$ cat config.mk
export PLATFORM = sky130hd
export DESIGN_NAME = rat_io_hub
export DESIGN_NICKNAME = d
export VERILOG_FILES = /design/src/rtl/rat_io_hub.sv
export SDC_FILE = /design/constraint.sdc
export NUM_CORES = 1
export LEC_CHECK = 0
export CORE_MARGIN = 2
export CORE_UTILIZATION = 40
export CTS_BUF_LIST = sky130_fd_sc_hd__clkbuf_2 sky130_fd_sc_hd__clkbuf_4 sky130_fd_sc_hd__clkbuf_8
export CTS_CLUSTER_DIAMETER = 200
export CTS_CLUSTER_SIZE = 16
export DETAILED_ROUTE_END_ITERATION = 12
export PLACE_DENSITY = 0.78
export SLEW_MARGIN = 20
export SYNTH_ARGS = -nofsm -noshare
export SYNTH_HDL_FRONTEND = slang
export SYNTH_SLANG_ARGS = --single-unit
export TNS_END_PERCENT = 20
$ cat constraint.sdc
create_clock -name CLK -period 1.7 [get_ports CLK]
set_input_delay 0.255 -clock CLK [delete_from_list [all_inputs] [get_ports CLK]]
set_output_delay 0.255 -clock CLK [all_outputs]
set_load 0.1 [all_outputs]
$ cat src/rtl/rat_io_hub.sv
`default_nettype none
// +--------------------------------------------------------------------------+
// | Module   : rat_io_hub                                                    |
// | Purpose  : RAT CPU port-mapped I/O fabric: input mux, registered outputs |
// |            and pending/mask/ack interrupt controller.                    |
// |            Macro RAT_IO_READBACK_EN adds readback of output registers.   |
// | Revision : 1.0  initial release                                          |
// +--------------------------------------------------------------------------+
module rat_io_hub #(
    parameter int         N_IN     = 4,
    parameter int         N_OUT    = 4,
    parameter int         N_IRQ    = 4,
    parameter logic [7:0] IN_BASE  = 8'h20,
    parameter logic [7:0] OUT_BASE = 8'h40,
    parameter logic [7:0] IRQ_BASE = 8'hF0
) (
    input  logic               CLK,
    input  logic               RESET,
    input  logic [7:0]         PORT_ID,
    input  logic [7:0]         OUT_PORT,
    input  logic               IO_STRB,
    output logic [7:0]         IN_PORT,
    input  logic [8*N_IN-1:0]  IN_DATA,
    output logic [8*N_OUT-1:0] OUT_DATA,
    output logic [N_OUT-1:0]   OUT_WE,
    input  logic [N_IRQ-1:0]   IRQ_IN,
    output logic               INTERRUPT
);

    localparam int c_in_lo  = int'(IN_BASE);
    localparam int c_in_hi  = c_in_lo + N_IN;
    localparam int c_out_lo = int'(OUT_BASE);
    localparam int c_out_hi = c_out_lo + N_OUT;
    localparam int c_irq_lo = int'(IRQ_BASE);
    localparam int c_irq_hi = c_irq_lo + 3;

    // Upper bounds are exclusive, so a range may end exactly at 8'hFF.
    localparam bit c_cfg_bad =
        (N_IN < 1) || (N_IN > 16) || (N_OUT < 1) || (N_OUT > 16) ||
        (N_IRQ < 1) || (N_IRQ > 8) ||
        (c_in_hi > 256) || (c_out_hi > 256) || (c_irq_hi > 256) ||
        ((c_in_lo < c_out_hi) && (c_out_lo < c_in_hi)) ||
        ((c_in_lo < c_irq_hi) && (c_irq_lo < c_in_hi)) ||
        ((c_out_lo < c_irq_hi) && (c_irq_lo < c_out_hi));

    if (c_cfg_bad) begin : g_cfg_err
        $error("rat_io_hub: port ranges overlap or exceed 8'hFF, or channel count out of range");
    end

    logic                r_strb_q;
    logic [7:0]          r_out_ch [N_OUT];
    logic [N_OUT-1:0]    r_out_we;
    logic [N_IRQ-1:0]    r_sync1;
    logic [N_IRQ-1:0]    r_sync2;
    logic [N_IRQ-1:0]    r_hist;
    logic [N_IRQ-1:0]    r_pending;
    logic [N_IRQ-1:0]    r_mask;
    logic                r_int;

    logic                w_commit;
    logic [N_OUT-1:0]    w_out_sel;
    logic                w_mask_wr;
    logic [N_IRQ-1:0]    w_ack_clr;
    logic [N_IRQ-1:0]    w_rise;
    logic [7:0]          w_rd_data;
    logic                w_rd_hit;

    // A strobe level spanning many fast clocks produces a single commit.
    always_comb begin
        w_commit  = IO_STRB & ~r_strb_q;
        w_out_sel = '0;
        for (int j = 0; j < N_OUT; j++) begin
            w_out_sel[j] = w_commit && (PORT_ID == OUT_BASE + 8'(j));
        end
        w_mask_wr = w_commit && (PORT_ID == IRQ_BASE + 8'd1);
        w_ack_clr = (w_commit && (PORT_ID == IRQ_BASE + 8'd2)) ? OUT_PORT[N_IRQ-1:0] : '0;
        w_rise    = r_sync2 & ~r_hist;
    end

    always_ff @(posedge CLK) begin
        if (RESET) begin
            r_strb_q  <= 1'b0;
            r_out_we  <= '0;
            r_sync1   <= '0;
            r_sync2   <= '0;
            r_hist    <= '0;
            r_pending <= '0;
            r_mask    <= '0;
            r_int     <= 1'b0;
            for (int j = 0; j < N_OUT; j++) begin
                r_out_ch[j] <= 8'h00;
            end
        end else begin
            r_strb_q <= IO_STRB;
            r_out_we <= w_out_sel;
            for (int j = 0; j < N_OUT; j++) begin
                if (w_out_sel[j]) begin
                    r_out_ch[j] <= OUT_PORT;
                end
            end
            if (w_mask_wr) begin
                r_mask <= OUT_PORT[N_IRQ-1:0];
            end
            r_sync1   <= IRQ_IN;
            r_sync2   <= r_sync1;
            r_hist    <= r_sync2;
            // New edge is OR-ed after the clear so a coincident set survives the ack.
            r_pending <= (r_pending & ~w_ack_clr) | w_rise;
            r_int     <= |(r_pending & r_mask);
        end
    end

    always_comb begin
        w_rd_data = 8'h00;
        w_rd_hit  = 1'b0;
        for (int i = 0; i < N_IN; i++) begin
            if (!w_rd_hit && (PORT_ID == IN_BASE + 8'(i))) begin
                w_rd_data = IN_DATA[8*i +: 8];
                w_rd_hit  = 1'b1;
            end
        end
        if (!w_rd_hit && (PORT_ID == IRQ_BASE)) begin
            w_rd_data = 8'(r_pending);
            w_rd_hit  = 1'b1;
        end else if (!w_rd_hit && (PORT_ID == IRQ_BASE + 8'd1)) begin
            w_rd_data = 8'(r_mask);
            w_rd_hit  = 1'b1;
        end
`ifdef RAT_IO_READBACK_EN
        for (int j = 0; j < N_OUT; j++) begin
            if (!w_rd_hit && (PORT_ID == OUT_BASE + 8'(j))) begin
                w_rd_data = r_out_ch[j];
                w_rd_hit  = 1'b1;
            end
        end
`endif
    end

    for (genvar j = 0; j < N_OUT; j++) begin : g_out_pack
        assign OUT_DATA[8*j +: 8] = r_out_ch[j];
    end

    assign OUT_WE    = r_out_we;
    assign INTERRUPT = r_int;
    assign IN_PORT   = w_rd_data;

endmodule
`default_nettype wire

==> results.py, run 1 <==
metrics = {
    "setup_path": {
        "crit_path_start_kind": "input port",
        "cp.arrival_ns": 1.63,
        "critical_path_class": "in2out",
        "worst-endpoint-required_ns": 1.44,
        "end_kind": "primary output",
        "maximum_fanout_along_the_worst_path": 5,
    },
    "yosys": {
        "synth.yosys.seq_area_share_pct": 59.7,
        "asyncSetResetFlopFracSynth_pct": 0,
        "yosysUniqueCellTypes": 32,
        "mappedNetlistArea_um2": 2480,
        "synth.ff_latch_count": 58,
        "ys.warnings.count": 0,
        "synthFlopType": "sky130_fd_sc_hd__edfxtp_1",
        "synth-edff-count": 32,
        "syn_nets": 277,
        "syn_area_per_cell_um2": 11.2,
        "cells_after_synth": 222,
    },
    "cts": {
        "worstSkewPairLatency_ns": 0.34,
        "cts-hold-fix-buffers": 0,
        "clock_sink_count": 58,
        "cts_max_level": 3,
        "root_buffer": "sky130_fd_sc_hd__clkbuf_8",
        "tritoncts_clock_tree": "yes",
        "cts_inserted_buffers": 9,
        "clk_transition_reported_paths_ns": 0.06,
        "clock_tree.buffer_depth": 2,
    },
    "job": {
        "timing.max_cap.violations": 0,
    },
    "grt": {
        "maximum_number_of_pins_on_one_net_before_global_route_repair": 24,
        "total_routing_usage_reported_by_global_routing_pct": 28.8,
        "grt_first_pass_wirelength_mm": 13.8,
        "initial_antenna_violation_count": 0,
        "grt_pass1_vias": 2620,
        "grt_overflow_total": 0,
    },
    "timing": {
        "max_freq_mhz": 531,
        "post-route-min-period_ns": 1.88,
        "final.setup.tns_ns": -0.909,
        "final-setup-viol-count": 8,
        "fin_worst_hold_slack_ns": 0.436,
        "drv_slew": 0,
        "final_hold_viol_count": 0,
        "final.period_utilization_pct": 111,
        "worst_slew_margin_rel_pct": 79.0,
        "worst_slew_pin_slew_ns": 0.313,
        "fin_worst_skew_ns": 0.00807,
        "rsz0062_at_grt": "yes",
        "worst_slack_ns": -0.182,
    },
    "floorplanning": {
        "dieWidth_um": 82.7,
        "start_util_pct": 41.6,
        "core_area_um2": 5960,
        "floorplan.die_area_um2": 6850,
        "floorplan.io_pins": 100,
        "std_cell_rows": 28,
        "chipHeight_um": 82.7,
    },
    "place": {
        "port-buffer-count": 99,
        "final_replace_weighted_congestion": 0.880,
        "post-dp-hpwl_mm": 5.27,
        "numPlacedInstances": 413,
    },
    "power": {
        "design_power_total_w": 0.00333,
        "cell_leakage_power_nw": 1.85,
        "cellPowerDensity_nw_per_um2": 678,
        "vdd_ir_drop_max_mv": 0.552,
    },
    "final_layout": {
        "final_layout_size_suffix_gt1_share_pct": 44.5,
        "num-fill-cells": 264,
        "final_net_count": 412,
        "finish.utilization_pct": 82.4,
        "post_layout_nonfiller_instances": 437,
        "flow.area_growth_from_synthesis_pct": 97.8,
        "number_of_diodes_added_for_antenna_fixing": 0,
    },
    "detailed_routing": {
        "route.antenna.remaining_nets": 0,
        "vias_per_cell": 5.73,
        "drtIter0Drc": 238,
        "detailroute.via_count": 2503,
        "detailedRoute.firstPassIterationCount": 5,
        "drt-total-wl_mm": 9.62,
        "drc_errors": 0,
        "detail_route.wl_per_cell_um": 22.0,
    },
    "status": {
        "failed_checks": "setup timing",
        "outcome": "finished with violations",
    },
    "hold_path": {
        "min_path_type": "reg2reg",
    },
}
[power by group]
group          switching (W)  internal, W  total, W
clock network       0.000551     0.000531   0.00108
registers          0.0000280      0.00151   0.00154
logic               0.000394     0.000309  0.000703
total               0.000973      0.00235   0.00333
[through the flow]
| step | setup WS, ns | cell area, um2 |
|---|---|---|
| floorplan | -0.135 | 2630 |
| global placement | -0.526 | 4330 |
| detailed placement | -0.566 | 4330 |
| CTS | -0.0664 | 4780 |
| global route | -0.184 | 4900 |
| finish | -0.182 | 4900 |
[cell families after synthesis]
family	share of synthesized area (%)
buf+inv	3.53
flops	59.7
compound gates	11.7
simple gates	21.6
mux	3.43
[synthesized netlist by cell type (2+ instances only)]
master / count / area share, %
sky130_fd_sc_hd__nand2_1: 9 / 1.4
sky130_fd_sc_hd__mux2i_1: 4 / 1.6
sky130_fd_sc_hd__edfxtp_1: 32 / 39
sky130_fd_sc_hd__a2bb2oi_1: 4 / 1.4
sky130_fd_sc_hd__nor4b_1: 2 / 0.71
sky130_fd_sc_hd__a22o_1: 4 / 1.4
sky130_fd_sc_hd__nand2b_1: 4 / 1.0
sky130_fd_sc_hd__o21ai_1: 4 / 0.81
sky130_fd_sc_hd__o22ai_1: 4 / 1.0
sky130_fd_sc_hd__inv_1: 9 / 1.4
sky130_fd_sc_hd__buf_1: 2 / 0.30
sky130_fd_sc_hd__mux2_2: 4 / 1.8
sky130_fd_sc_hd__nor3_1: 6 / 1.2
sky130_fd_sc_hd__nor2_1: 11 / 1.7
sky130_fd_sc_hd__o21bai_1: 4 / 1.2
sky130_fd_sc_hd__a22oi_1: 2 / 0.61
sky130_fd_sc_hd__a211oi_1: 4 / 1.2
sky130_fd_sc_hd__a21oi_1: 13 / 2.6
sky130_fd_sc_hd__o32ai_1: 4 / 1.4
sky130_fd_sc_hd__clkbuf_1: 11 / 1.7
sky130_fd_sc_hd__nor4_1: 16 / 4.0
sky130_fd_sc_hd__and2_1: 16 / 4.0
sky130_fd_sc_hd__dfxtp_1: 26 / 21
sky130_fd_sc_hd__nand3_1: 5 / 1.0
sky130_fd_sc_hd__nor2b_1: 15 / 3.8
[flip-flops by register name, summed over array words and instances (netlist names)]
name,cells
r_hist,4
r_pending,4
INTERRUPT,1
r_strb_q,1
r_out_ch,32
r_sync2,4
r_sync1,4
r_mask,4
OUT_WE,4
[path summary, 6_finish.rpt]
| kind | start | to | slack, ns | cells past startpoint |
|---|---|---|---|---|
| max reg2reg | r_strb_q | r_out_ch[3][7] | 0.25 | 6 |
| min | r_sync1[2] | r_sync2[2] | 0.44 | 1 |
| max | PORT_ID[7] | IN_PORT[1] | -0.18 | 7 |
| min reg2reg | r_sync1[2] | r_sync2[2] | 0.44 | 1 |
[area by class of cell]
class	instances	area, um2	share of cell area (%)
clock buffers	10	131	2.68
clock inverters	6	33.8	0.689
inverters	9	33.8	0.689
multi-input cells	141	1350	27.5
flip-flops and latches	58	1480	30.2
well taps	75	93.8	1.91
repair buffers	138	1780	36.3
[critical path, cell delays in order]
cell                      delay [ns]
sky130_fd_sc_hd__buf_12         0.12
sky130_fd_sc_hd__nor3_4         0.32
sky130_fd_sc_hd__nand3_4        0.17
sky130_fd_sc_hd__buf_6          0.16
sky130_fd_sc_hd__o32ai_4        0.26
sky130_fd_sc_hd__a22o_4         0.17
sky130_fd_sc_hd__buf_12         0.16
[repair_timing]
| action | 4_1_cts | 5_1_grt |
|---|---|---|
| pin swaps | 21 | 14 |
| setup buffers | 6 | 3 |
| resized for setup | 80 | 26 |
| endpoints found under the setup margin | 80 | 70 |
[layout by cell type (no fill, tap or decap), types with 5 or more instances in the layout]
cell and n:
sky130_fd_sc_hd__buf_4 35, sky130_fd_sc_hd__clkbuf_8 9, sky130_fd_sc_hd__nand2_1 8, sky130_fd_sc_hd__buf_12 47
sky130_fd_sc_hd__buf_6 6, sky130_fd_sc_hd__nor2b_1 14, sky130_fd_sc_hd__clkdlybuf4s50_1 42, sky130_fd_sc_hd__and2_1 16
sky130_fd_sc_hd__inv_1 8, sky130_fd_sc_hd__edfxtp_1 32, sky130_fd_sc_hd__a21oi_1 5, sky130_fd_sc_hd__nor4_1 16
sky130_fd_sc_hd__dfxtp_1 26, sky130_fd_sc_hd__a21oi_4 8, sky130_fd_sc_hd__nor2_1 5
[metal layers]
metal  up-vias  share of wire [%]  track usage [%]
li1       1088                  -                -
met2       159                 50             47.7
met3        55                8.1             10.9
met4         0                5.7             18.7
met5         -                  0                0
met1      1201                 36             30.5
Note: power is estimated with default switching activity, not from simulation.
==> inputs of run 2 (changes only) <==
--- a/config.mk
+++ b/config.mk
@@ -12,6 +12,7 @@
 export CTS_CLUSTER_SIZE = 16
 export DETAILED_ROUTE_END_ITERATION = 12
 export PLACE_DENSITY = 0.78
+export SKIP_LAST_GASP = 1
 export SLEW_MARGIN = 20
 export SYNTH_ARGS = -nofsm -noshare
 export SYNTH_HDL_FRONTEND = slang
==> run 2 against run 1 <==
Effect of this change: the flow still finishes with violations (setup timing); largest power group unchanged; first-iteration DRC count increased by 5.5%; via count increased by 1.5%; die area unchanged; power increased by 0.38%; critical endpoint unchanged; sequential cell count unchanged; cell count increased by 0.23%; clock-buffer cell count unchanged.
==> results.py, run 2 (synthesized netlist as in run 1, its figures left out) <==
metrics = {
    "timing": {
        "drv_slew": 0,
        "worst_slack_ns": -0.162,
        "worst_slew_pin_slew_ns": 0.479,
        "final.period_utilization_pct": 110,
        "final_hold_viol_count": 0,
        "max_freq_mhz": 537,
        "post-route-min-period_ns": 1.86,
        "fin_worst_skew_ns": 0.0108,
        "final.setup.tns_ns": -0.847,
        "final-setup-viol-count": 8,
        "worst_slew_margin_rel_pct": 67.8,
        "rsz0062_at_grt": "yes",
    },
    "detailed_routing": {
        "drc_errors": 0,
        "detailroute.via_count": 2541,
        "route.antenna.remaining_nets": 0,
        "vias_per_cell": 5.80,
        "drtIter0Drc": 251,
        "detailedRoute.firstPassIterationCount": 5,
        "drt-total-wl_mm": 10.2,
        "detail_route.wl_per_cell_um": 23.3,
    },
    "job": {
        "timing.max_cap.violations": 0,
    },
    "final_layout": {
        "final_layout_size_suffix_gt1_share_pct": 44.5,
        "layout.cells.most_common": "sky130_fd_sc_hd__buf_12",
        "post_layout_nonfiller_instances": 438,
        "flip_flop_count_of_the_largest_register_all_copies_and_words_added": 32,
        "flow.area_growth_from_synthesis_pct": 97.3,
        "final_net_count": 412,
        "registers.top_by_ff_count": "r_out_ch",
        "finish.utilization_pct": 82.1,
        "mostFrequentLayoutCells": "47 x sky130_fd_sc_hd__buf_12, 42 x sky130_fd_sc_hd__clkdlybuf4s50_1, 35 x sky130_fd_sc_hd__buf_4",
        "num-fill-cells": 282,
    },
    "cts": {
        "root_buffer": "sky130_fd_sc_hd__clkbuf_8",
        "clk_transition_reported_paths_ns": 0.06,
        "worstSkewPairLatency_ns": 0.35,
        "clock_tree.buffer_depth": 2,
        "clock_sink_count": 58,
        "tritoncts_clock_tree": "yes",
        "cts_inserted_buffers": 9,
        "cts_max_level": 3,
        "cts-hold-fix-buffers": 0,
    },
    "hold_path": {
        "hold_path_end": "r_sync2[2]",
        "min_from": "r_sync1[2]",
        "min_path_cells": 1,
        "min_path_type": "reg2reg",
    },
    "setup_path": {
        "end_kind": "primary output",
        "critical_path_class": "in2out",
        "timing.reg2reg.setup_slack_ns": 0.18,
        "maximum_fanout_along_the_worst_path": 5,
        "worst-endpoint-required_ns": 1.44,
        "critical_r2r_launch": "r_strb_q",
        "reg2reg_depth": 5,
        "timing.rr.end": "r_out_ch[2][3]",
        "cp.arrival_ns": 1.61,
        "crit_path_start_kind": "input port",
    },
    "floorplanning": {
        "floorplan.io_pins": 100,
        "floorplan.die_area_um2": 6850,
        "chipHeight_um": 82.7,
        "dieWidth_um": 82.7,
        "start_util_pct": 41.6,
        "std_cell_rows": 28,
        "core_area_um2": 5960,
    },
    "grt": {
        "grt_first_pass_wirelength_mm": 13.8,
        "initial_antenna_violation_count": 1,
        "grt_overflow_total": 0,
        "grt_pass1_vias": 2620,
        "total_routing_usage_reported_by_global_routing_pct": 28.8,
        "maximum_number_of_pins_on_one_net_before_global_route_repair": 24,
    },
    "status": {
        "failed_checks": "setup timing",
        "outcome": "finished with violations",
    },
    "place": {
        "post-dp-hpwl_mm": 5.27,
        "numPlacedInstances": 413,
        "final_replace_weighted_congestion": 0.880,
        "placement.setup.worst_slack_ns": -0.566,
        "port-buffer-count": 99,
    },
    "power": {
        "cell_leakage_power_nw": 1.85,
        "cellPowerDensity_nw_per_um2": 682,
        "vdd_ir_drop_max_mv": 0.617,
    },
}
-- run 2: cell types whose count changed in the layout (fill, tap and decap cells not counted), sizes merged --
cell	before	now
diode	0	1
-- run 2: report_power, final --
group / internal [W] / switching, W / total (W)
Clock: 0.000531 / 0.000561 / 0.00109
Sequential: 0.00151 / 0.0000287 / 0.00154
Combinational: 0.000307 / 0.000398 / 0.000705
-- run 2: timing repair --
item,4_1_cts,5_1_grt
endpoints found under the hold margin,0,0
gates resized for setup,80,24
setup endpoints to repair,80,70
buffers inserted,6,3
pin swaps,21,11
-- run 2: layout make-up --
type	instances	area (um2)	area share, %
tap	75	93.8	1.92
clock buffer	10	131	2.69
inverter	9	33.8	0.691
timing repair buffer	138	1780	36.4
antenna	1	2.50	0.0512
multi-input combinational	141	1340	27.3
clock inverter	6	33.8	0.691
sequential	58	1480	30.3
-- run 2: layer usage --
metal / vias up / GRT usage [%] / wire length [um]
met1: 1178 / 30.5 / 3450
li1: 1087 / - / -
met3: 68 / 10.9 / 988
met5: - / 0 / 0
met4: 0 / 18.7 / 643
met2: 208 / 47.7 / 5110
-- run 2: worst max path at each step --
stage,slack [ns],startpoint,to,depth (start not counted)
CTS,-0.07,PORT_ID[2],IN_PORT[1],6
floorplan,-0.14,PORT_ID[0],IN_PORT[4],5
global placement,-0.53,PORT_ID[3],r_out_ch[0][0],6
detailed placement,-0.57,PORT_ID[1],IN_PORT[1],8
global route,-0.18,PORT_ID[7],IN_PORT[3],7
finish,-0.16,PORT_ID[7],IN_PORT[1],7
-- run 2: through the flow --
step           instance area, um2  hold slack, ns  power (W)
2_1_floorplan                2630           0.383    0.00186
3_3_place_gp                 4330           0.416    0.00215
3_5_place_dp                 4330           0.426    0.00216
4_1_cts                      4780           0.440    0.00327
5_1_grt                      4890           0.466    0.00345
6_report                     4890           0.435    0.00334
-- run 2: worst max-delay path, cell delays in order --
cell	delay [ns]
sky130_fd_sc_hd__buf_12	0.12
sky130_fd_sc_hd__nor3_4	0.32
sky130_fd_sc_hd__nand3_4	0.15
sky130_fd_sc_hd__buf_6	0.15
sky130_fd_sc_hd__o32ai_4	0.26
sky130_fd_sc_hd__a22o_4	0.17
sky130_fd_sc_hd__buf_12	0.16
==> inputs of run 3 (changes only) <==
--- a/config.mk
+++ b/config.mk
@@ -6,12 +6,12 @@
 export NUM_CORES = 1
 export LEC_CHECK = 0
 export CORE_MARGIN = 2
-export CORE_UTILIZATION = 40
+export CORE_UTILIZATION = 44
 export CTS_BUF_LIST = sky130_fd_sc_hd__clkbuf_2 sky130_fd_sc_hd__clkbuf_4 sky130_fd_sc_hd__clkbuf_8
 export CTS_CLUSTER_DIAMETER = 200
 export CTS_CLUSTER_SIZE = 16
 export DETAILED_ROUTE_END_ITERATION = 12
-export PLACE_DENSITY = 0.78
+export PLACE_DENSITY = 0.81
 export SKIP_LAST_GASP = 1
 export SLEW_MARGIN = 20
 export SYNTH_ARGS = -nofsm -noshare
==> constraint.sdc (replaced) <==
create_clock -name CLK -period 1.85 [get_ports CLK]
set_input_delay 0.2775 -clock CLK [delete_from_list [all_inputs] [get_ports CLK]]
set_output_delay 0.2775 -clock CLK [all_outputs]
set_load 0.1 [all_outputs]
==> run 3 against run 2 <==
Effect of this change: the flow now finishes without violations; routed wire length is 27% lower; utilization is 3.7 points lower; sequential share of layout area is 4.2 points higher; register-to-register slack better by 0.24 ns; worst setup slack better by 0.17 ns; cell area is 12% lower; clock skew is 0.0010 ns lower; sequential cell count stayed put; clock-buffer cell count stayed put; largest power group unchanged; highest routed layer unchanged.
==> results.py, run 3 (synthesized netlist as in run 1, its figures left out) <==
metrics = {
    "setup_path": {
        "worst-endpoint-required_ns": 1.57,
        "crit_path_start_kind": "input port",
        "end_kind": "primary output",
        "cp.arrival_ns": 1.57,
        "critical_path_class": "in2out",
        "slowest_stage": "sky130_fd_sc_hd__a22o_2",
        "timing.critical_path.buf_inv": 4,
        "cpLargestDelayFamily": "buffers and inverters",
        "cp_slowest_stage_delay_ns": 0.24,
        "timing.critical_path.cells": "buf_4, buf_6, nor4b_2, buf_4, a21oi_4, o32ai_4, a22o_2, buf_12",
        "maximum_fanout_along_the_worst_path": 7,
        "crit_top_cell": "sky130_fd_sc_hd__buf_4",
    },
    "grt": {
        "initial_antenna_violation_count": 0,
        "total_routing_usage_reported_by_global_routing_pct": 23.0,
        "maximum_number_of_pins_on_one_net_before_global_route_repair": 47,
        "grt_pass1_vias": 2226,
        "grt_overflow_total": 0,
        "grt_first_pass_wirelength_mm": 10.8,
    },
    "place": {
        "placement.cell_area_um2": 3810,
        "placement.setup.worst_slack_ns": -0.443,
        "post-dp-hpwl_mm": 4.86,
        "numPlacedInstances": 407,
        "port-buffer-count": 99,
        "final_replace_weighted_congestion": 0.919,
    },
    "timing": {
        "worst_slew_pin_slew_ns": 0.415,
        "fin_worst_hold_slack_ns": 0.438,
        "rsz0062_at_grt": "yes",
        "worst_slack_ns": 0.00510,
        "final.setup.tns_ns": 0,
        "post-route-min-period_ns": 1.84,
        "final-setup-viol-count": 0,
        "worst_slew_margin_rel_pct": 72.0,
        "max_freq_mhz": 542,
        "final_hold_viol_count": 0,
        "drv_slew": 0,
        "final.period_utilization_pct": 99.7,
        "fin_worst_skew_ns": 0.00971,
    },
    "cts": {
        "clock_sink_count": 58,
        "clk_transition_reported_paths_ns": 0.06,
        "cts_inserted_buffers": 9,
        "clock_tree.buffer_depth": 2,
        "cts_max_level": 3,
        "root_buffer": "sky130_fd_sc_hd__clkbuf_8",
        "worstSkewPairLatency_ns": 0.33,
        "tritoncts_clock_tree": "yes",
        "cts-hold-fix-buffers": 0,
    },
    "detailed_routing": {
        "dr_wl_met3_um": 613,
        "drt-total-wl_mm": 7.40,
        "detail_route.wl_per_cell_um": 17.2,
        "drc_errors": 0,
        "detailedRoute.firstPassIterationCount": 4,
        "vias_per_cell": 5.31,
        "drtIter0Drc": 109,
        "met1_length_mm": 2.78,
        "top_layer_used": "met4",
        "detailroute.via_count": 2276,
        "route.antenna.remaining_nets": 0,
        "routed-wl-met2_mm": 3.80,
    },
    "floorplanning": {
        "std_cell_rows": 27,
        "start_util_pct": 45.3,
        "chipHeight_um": 79.1,
        "dieWidth_um": 79.1,
        "floorplan.die_area_um2": 6250,
        "core_area_um2": 5470,
        "floorplan.io_pins": 100,
    },
    "hold_path": {
        "min_path_type": "reg2reg",
    },
    "final_layout": {
        "flow.area_growth_from_synthesis_pct": 73.2,
        "layout.cells.most_common": "sky130_fd_sc_hd__buf_4",
        "final_net_count": 407,
        "final_layout_size_suffix_gt1_share_pct": 41.2,
        "mostFrequentLayoutCells": "68 x sky130_fd_sc_hd__buf_4, 45 x sky130_fd_sc_hd__clkdlybuf4s50_1, 32 x sky130_fd_sc_hd__edfxtp_1",
        "registers.top_by_ff_count": "r_out_ch",
        "number_of_diodes_added_for_antenna_fixing": 0,
        "post_layout_nonfiller_instances": 429,
        "flip_flop_count_of_the_largest_register_all_copies_and_words_added": 32,
        "stdcell_area_um2": 4300,
    },
    "power": {
        "cellPowerDensity_nw_per_um2": 775,
        "cell_leakage_power_nw": 1.65,
        "vdd_ir_drop_max_mv": 0.766,
    },
    "status": {
        "outcome": "complete, no violations",
    },
    "job": {
        "timing.max_cap.violations": 0,
    },
}
run 3: layout make-up:
class                   count  area (um2)
well taps                  72        90.1
clock inverters             6         105
inverters                   9        33.8
flip-flops and latches     58        1480
clock buffers              10         131
repair buffers            133        1260
fillers                   326        1180
multi-input cells         141        1190
run 3: report_power, final:
part	leakage (nW)	switching (W)	internal (W)
clock network	0.115	0.000472	0.000900
logic	0.981	0.000326	0.000224
registers	0.556	0.0000142	0.00139
run 3: stage by stage:
step	power (W)	utilization, %
5_1_grt	0.00343	78.5
3_5_place_dp	0.00192	69.6
4_1_cts	0.00333	77.5
6_report	0.00333	78.5
2_1_floorplan	0.00170	-
3_3_place_gp	0.00191	69.6
run 3: path summary, 6_finish.rpt:
path | startpoint | endpoint | slack, ns | cells after the start
max | PORT_ID[1] | IN_PORT[3] | 0.005 | 8
max reg2reg | r_strb_q | r_out_ch[0][7] | 0.42 | 5
min | r_sync1[0] | r_sync2[0] | 0.44 | 1
min reg2reg | r_sync1[0] | r_sync2[0] | 0.44 | 1
run 3: layer usage:
layer	global-route usage, %	vias up
met4	6.38	0
li1	-	1078
met1	26.7	1068
met2	41.1	111
met5	0	-
met3	6.70	19
run 3: repair_timing:
action,CTS,global route
setup endpoints to repair,14,8
pin swaps,14,15
endpoints found under the hold margin,0,0
resized for setup,57,24
setup buffers,4,2
==> variant (config.mk and constraints of run 1) <==
Add an input register stage for `OUT_PORT`, `IO_STRB`, `IN_DATA` and `IRQ_IN`, with the module's reset; this delays them by one clock. The other inputs are not delayed to match.
--- a/src/rtl/rat_io_hub.sv
+++ b/src/rtl/rat_io_hub.sv
@@ -45,2 +45,21 @@
 
+    logic [7:0] OUT_PORT_q;
+    logic IO_STRB_q;
+    logic [8*N_IN-1:0] IN_DATA_q;
+    logic [N_IRQ-1:0] IRQ_IN_q;
+
+    always_ff @(posedge CLK) begin
+        if (RESET) begin
+            OUT_PORT_q <= '0;
+            IO_STRB_q  <= '0;
+            IN_DATA_q  <= '0;
+            IRQ_IN_q   <= '0;
+        end else begin
+            OUT_PORT_q <= OUT_PORT;
+            IO_STRB_q  <= IO_STRB;
+            IN_DATA_q  <= IN_DATA;
+            IRQ_IN_q   <= IRQ_IN;
+        end
+    end
+
     if (c_cfg_bad) begin : g_cfg_err
@@ -69,3 +88,3 @@
     always_comb begin
-        w_commit  = IO_STRB & ~r_strb_q;
+        w_commit  = IO_STRB_q & ~r_strb_q;
         w_out_sel = '0;
@@ -75,3 +94,3 @@
         w_mask_wr = w_commit && (PORT_ID == IRQ_BASE + 8'd1);
-        w_ack_clr = (w_commit && (PORT_ID == IRQ_BASE + 8'd2)) ? OUT_PORT[N_IRQ-1:0] : '0;
+        w_ack_clr = (w_commit && (PORT_ID == IRQ_BASE + 8'd2)) ? OUT_PORT_q[N_IRQ-1:0] : '0;
         w_rise    = r_sync2 & ~r_hist;
@@ -93,3 +112,3 @@
         end else begin
-            r_strb_q <= IO_STRB;
+            r_strb_q <= IO_STRB_q;
             r_out_we <= w_out_sel;
@@ -97,3 +116,3 @@
                 if (w_out_sel[j]) begin
-                    r_out_ch[j] <= OUT_PORT;
+                    r_out_ch[j] <= OUT_PORT_q;
                 end
@@ -101,5 +120,5 @@
             if (w_mask_wr) begin
-                r_mask <= OUT_PORT[N_IRQ-1:0];
+                r_mask <= OUT_PORT_q[N_IRQ-1:0];
             end
-            r_sync1   <= IRQ_IN;
+            r_sync1   <= IRQ_IN_q;
             r_sync2   <= r_sync1;
@@ -117,3 +136,3 @@
             if (!w_rd_hit && (PORT_ID == IN_BASE + 8'(i))) begin
-                w_rd_data = IN_DATA[8*i +: 8];
+                w_rd_data = IN_DATA_q[8*i +: 8];
                 w_rd_hit  = 1'b1;
Check against the original RTL: not equivalent (a bounded check fails within 4 cycles, from zero or initial values and one cycle with RESET high).
==> variant against run 1 <==
  * The flow still finishes with violations (negative setup slack)
  * Utilization is 19 points lower
  * Worst setup slack got worse by 0.17 ns
  * Wire length is 17% lower
  * Combinational power grew 2.8%
  * Clock skew is 0.0030 ns lower
  * Non-clock buffer count fell by 8
  * Maximum frequency fell by 8.1%
  * Sequential cell count rose by 45
  * Die area increased by 47%
  * Power rose by 45%
  * Synthesized area up 50%
  * Critical endpoint is now IN_PORT[7]
  * Final area is 18% higher
==> variant: results (changes against run 1) <==
Clock network
  – Clock buffer depth: 2 (unchanged)
  – Num CTS Buffers: 9 (unchanged)
  – Clock slew at reported path FFs: 0.10 ns (+0.04 ns)
  – H-Tree Level Count: 3 (unchanged)
  – Clk_lat worst skew: 0.37 ns (+0.03 ns)
  – CTS root buf: clkbuf_8

Status
  – Failing checks: negative setup slack
  – Status: finished, violations left

Synthesis
  – Ys async rst share: 0% (unchanged)
  – Synth area leaders: dfxtp_1, edfxtp_1, nor2b_1, and2_1, mux4_2
  – Post-synth top cells: dfxtp_1, nor2b_1, and2_1, edfxtp_1, nand2_1
  – Seq/Total Area, Yosys: 64.2% (+4.4 points)
  – Ys Warns: 0 (unchanged)
  – Synth cell types: 39 (+22%)
  – Syn_nets: 355 (+28%)
  – EDFF count, synth: 32 (unchanged)

Placement
  – Worst slack at placement: -0.533 ns (+0.0333 ns)
  – I/O Buffers: 99 (unchanged)
  – Post-DP HPWL: 6020 um (+14%)
  – Final RePlAce weighted congestion: 0.909 (+3.3%)

Worst setup path
  – Slowest CP cell: mux4_2
  – CP arrival: 1.79 ns (+0.16 ns)
  – CP peak stage delay: 0.48 ns (+0.16 ns)
  – Delay-heaviest family, CP: simple AND/OR/NAND/NOR gates
  – Crit path max fanout: 1 (-4)

Drt
  – DR iter-0 viols: 98 (-59%)
  – Via count: 2624 (+4.8%)
  – Total Wirelength: 7980 um (-17%)
  – Pre-antenna DRT Iters: 4 (-1)

Final layout
  – Top Registers: IN_DATA_q (32), r_out_ch (32), OUT_PORT_q (8)
  – Final core occ: 63.5% (-19 points)
  – Diode count: 0 (unchanged)
  – Nets: 484 (+17%)
  – Share of layout cells above drive strength 1: 27.9% (-17 points)

Timing
  – PnR worst setup slack: -0.347 ns (-0.166 ns)
  – Final setup vio count: 8 (unchanged)
  – Measured slew at the worst slew-check pin: 0.371 ns (+0.0575 ns)
  – Layout Skew: 0.00503 ns (-0.00304 ns)

Pwr
  – Peak supply drop: 476 uV (-14%)
  – Leakage: 2.23 nW (+21%)

Global route
  – Largest net degree at the start of global routing: 55 (+130%)
  – First-pass GRT wire length: 13000 um (-6.4%)
  – Initial antenna violation count: 0 (unchanged)
  – Global-route usage over all layers: 17.2% (-12 points)
  – Vias in the first global route: 2593 (-1.0%)

Hold path
  – Hold/Removal Path Class: input pin to flop
-- variant: cell count changes in the layout (fill, tap and decap cells not counted), moves of 6 or more --
| cell | run 1 | this run |
|---|---|---|
| nor4_1 | 16 | 0 |
| a21oi_1 | 5 | 11 |
| a21oi_4 | 8 | 0 |
| o21ai_0 | 0 | 6 |
| nor2b_1 | 14 | 59 |
| buf_4 | 35 | 25 |
| inv_1 | 8 | 2 |
| dfxtp_1 | 26 | 71 |
| and2_1 | 16 | 32 |
-- variant: worst paths after layout --
check / from / end / slack, ns / depth (start not counted)
worst max-delay path: IN_DATA_q[31]$_SDFF_PP0_ / IN_PORT[7] / -0.35 / 4
worst min-delay path: RESET / OUT_PORT_q[2]$_SDFF_PP0_ / 0.28 / 2
worst max register to register: IO_STRB_q$_SDFF_PP0_ / r_out_ch[3][0]$_SDFFCE_PN0P_ / 0.27 / 4
worst min register to register: r_sync1[1]$_SDFF_PP0_ / r_sync2[1]$_SDFF_PP0_ / 0.45 / 1
-- variant: repair_timing --
action / in CTS / in global routing
buffers inserted: 4 / 0
pin swaps: 7 / 8
resized for setup: 22 / 5
endpoints found under the setup margin: 8 / 9
-- variant: layer usage --
| metal | vias to the layer above | global-route usage, % | wire, um |
|---|---|---|---|
| met5 | - | 0 | 0 |
| met4 | 0 | 7.06 | 142 |
| met3 | 13 | 4.81 | 570 |
| met2 | 107 | 29.4 | 3980 |
| met1 | 1216 | 20.4 | 3290 |
| li1 | 1288 | - | - |
-- variant: area by class of cell --
class / instances / area (sq um)
fillers: 715 / 3320
multi-input cells: 182 / 1360
well taps: 111 / 139
repair buffers: 130 / 1710
clock inverters: 6 / 52.6
clock buffers: 10 / 138
inverters: 3 / 11.3
flip-flops and latches: 103 / 2380
-- variant: logic make-up (layout without fill, tap and decap cells) --
kind of cell           count (synthesis)  in the layout  synth area share, %
AO/OA/AOI/OAI                         37             37                 6.47
buffers and inverters                 15            149                 1.72
flip-flops                           103            103                 64.2
multiplexers                          10             10                 4.11
AND/OR/NAND/NOR                      135            135                 23.6
-- variant: report_power, final --
part / leakage (nW) / switching [mW] / internal [mW]
Combinational: 1.23 / 0.385 / 0.338
Clock: 0.0993 / 0.834 / 0.596
Sequential: 0.910 / 0.0582 / 2.63
-- variant: per-stage QoR --
stage | total power, mW | cells | TNS [ns] | cell area, sq um
after floorplan | 3.08 | 300 | -0.883 | 3750
final | 4.84 | 545 | -1.67 | 5790
after global routing | 5.04 | 545 | -2.20 | 5790
after global placement | 3.44 | 525 | -24.57 | 5510
after CTS | 4.87 | 545 | -2.17 | 5780
after detailed placement | 3.45 | 525 | -26.39 | 5510
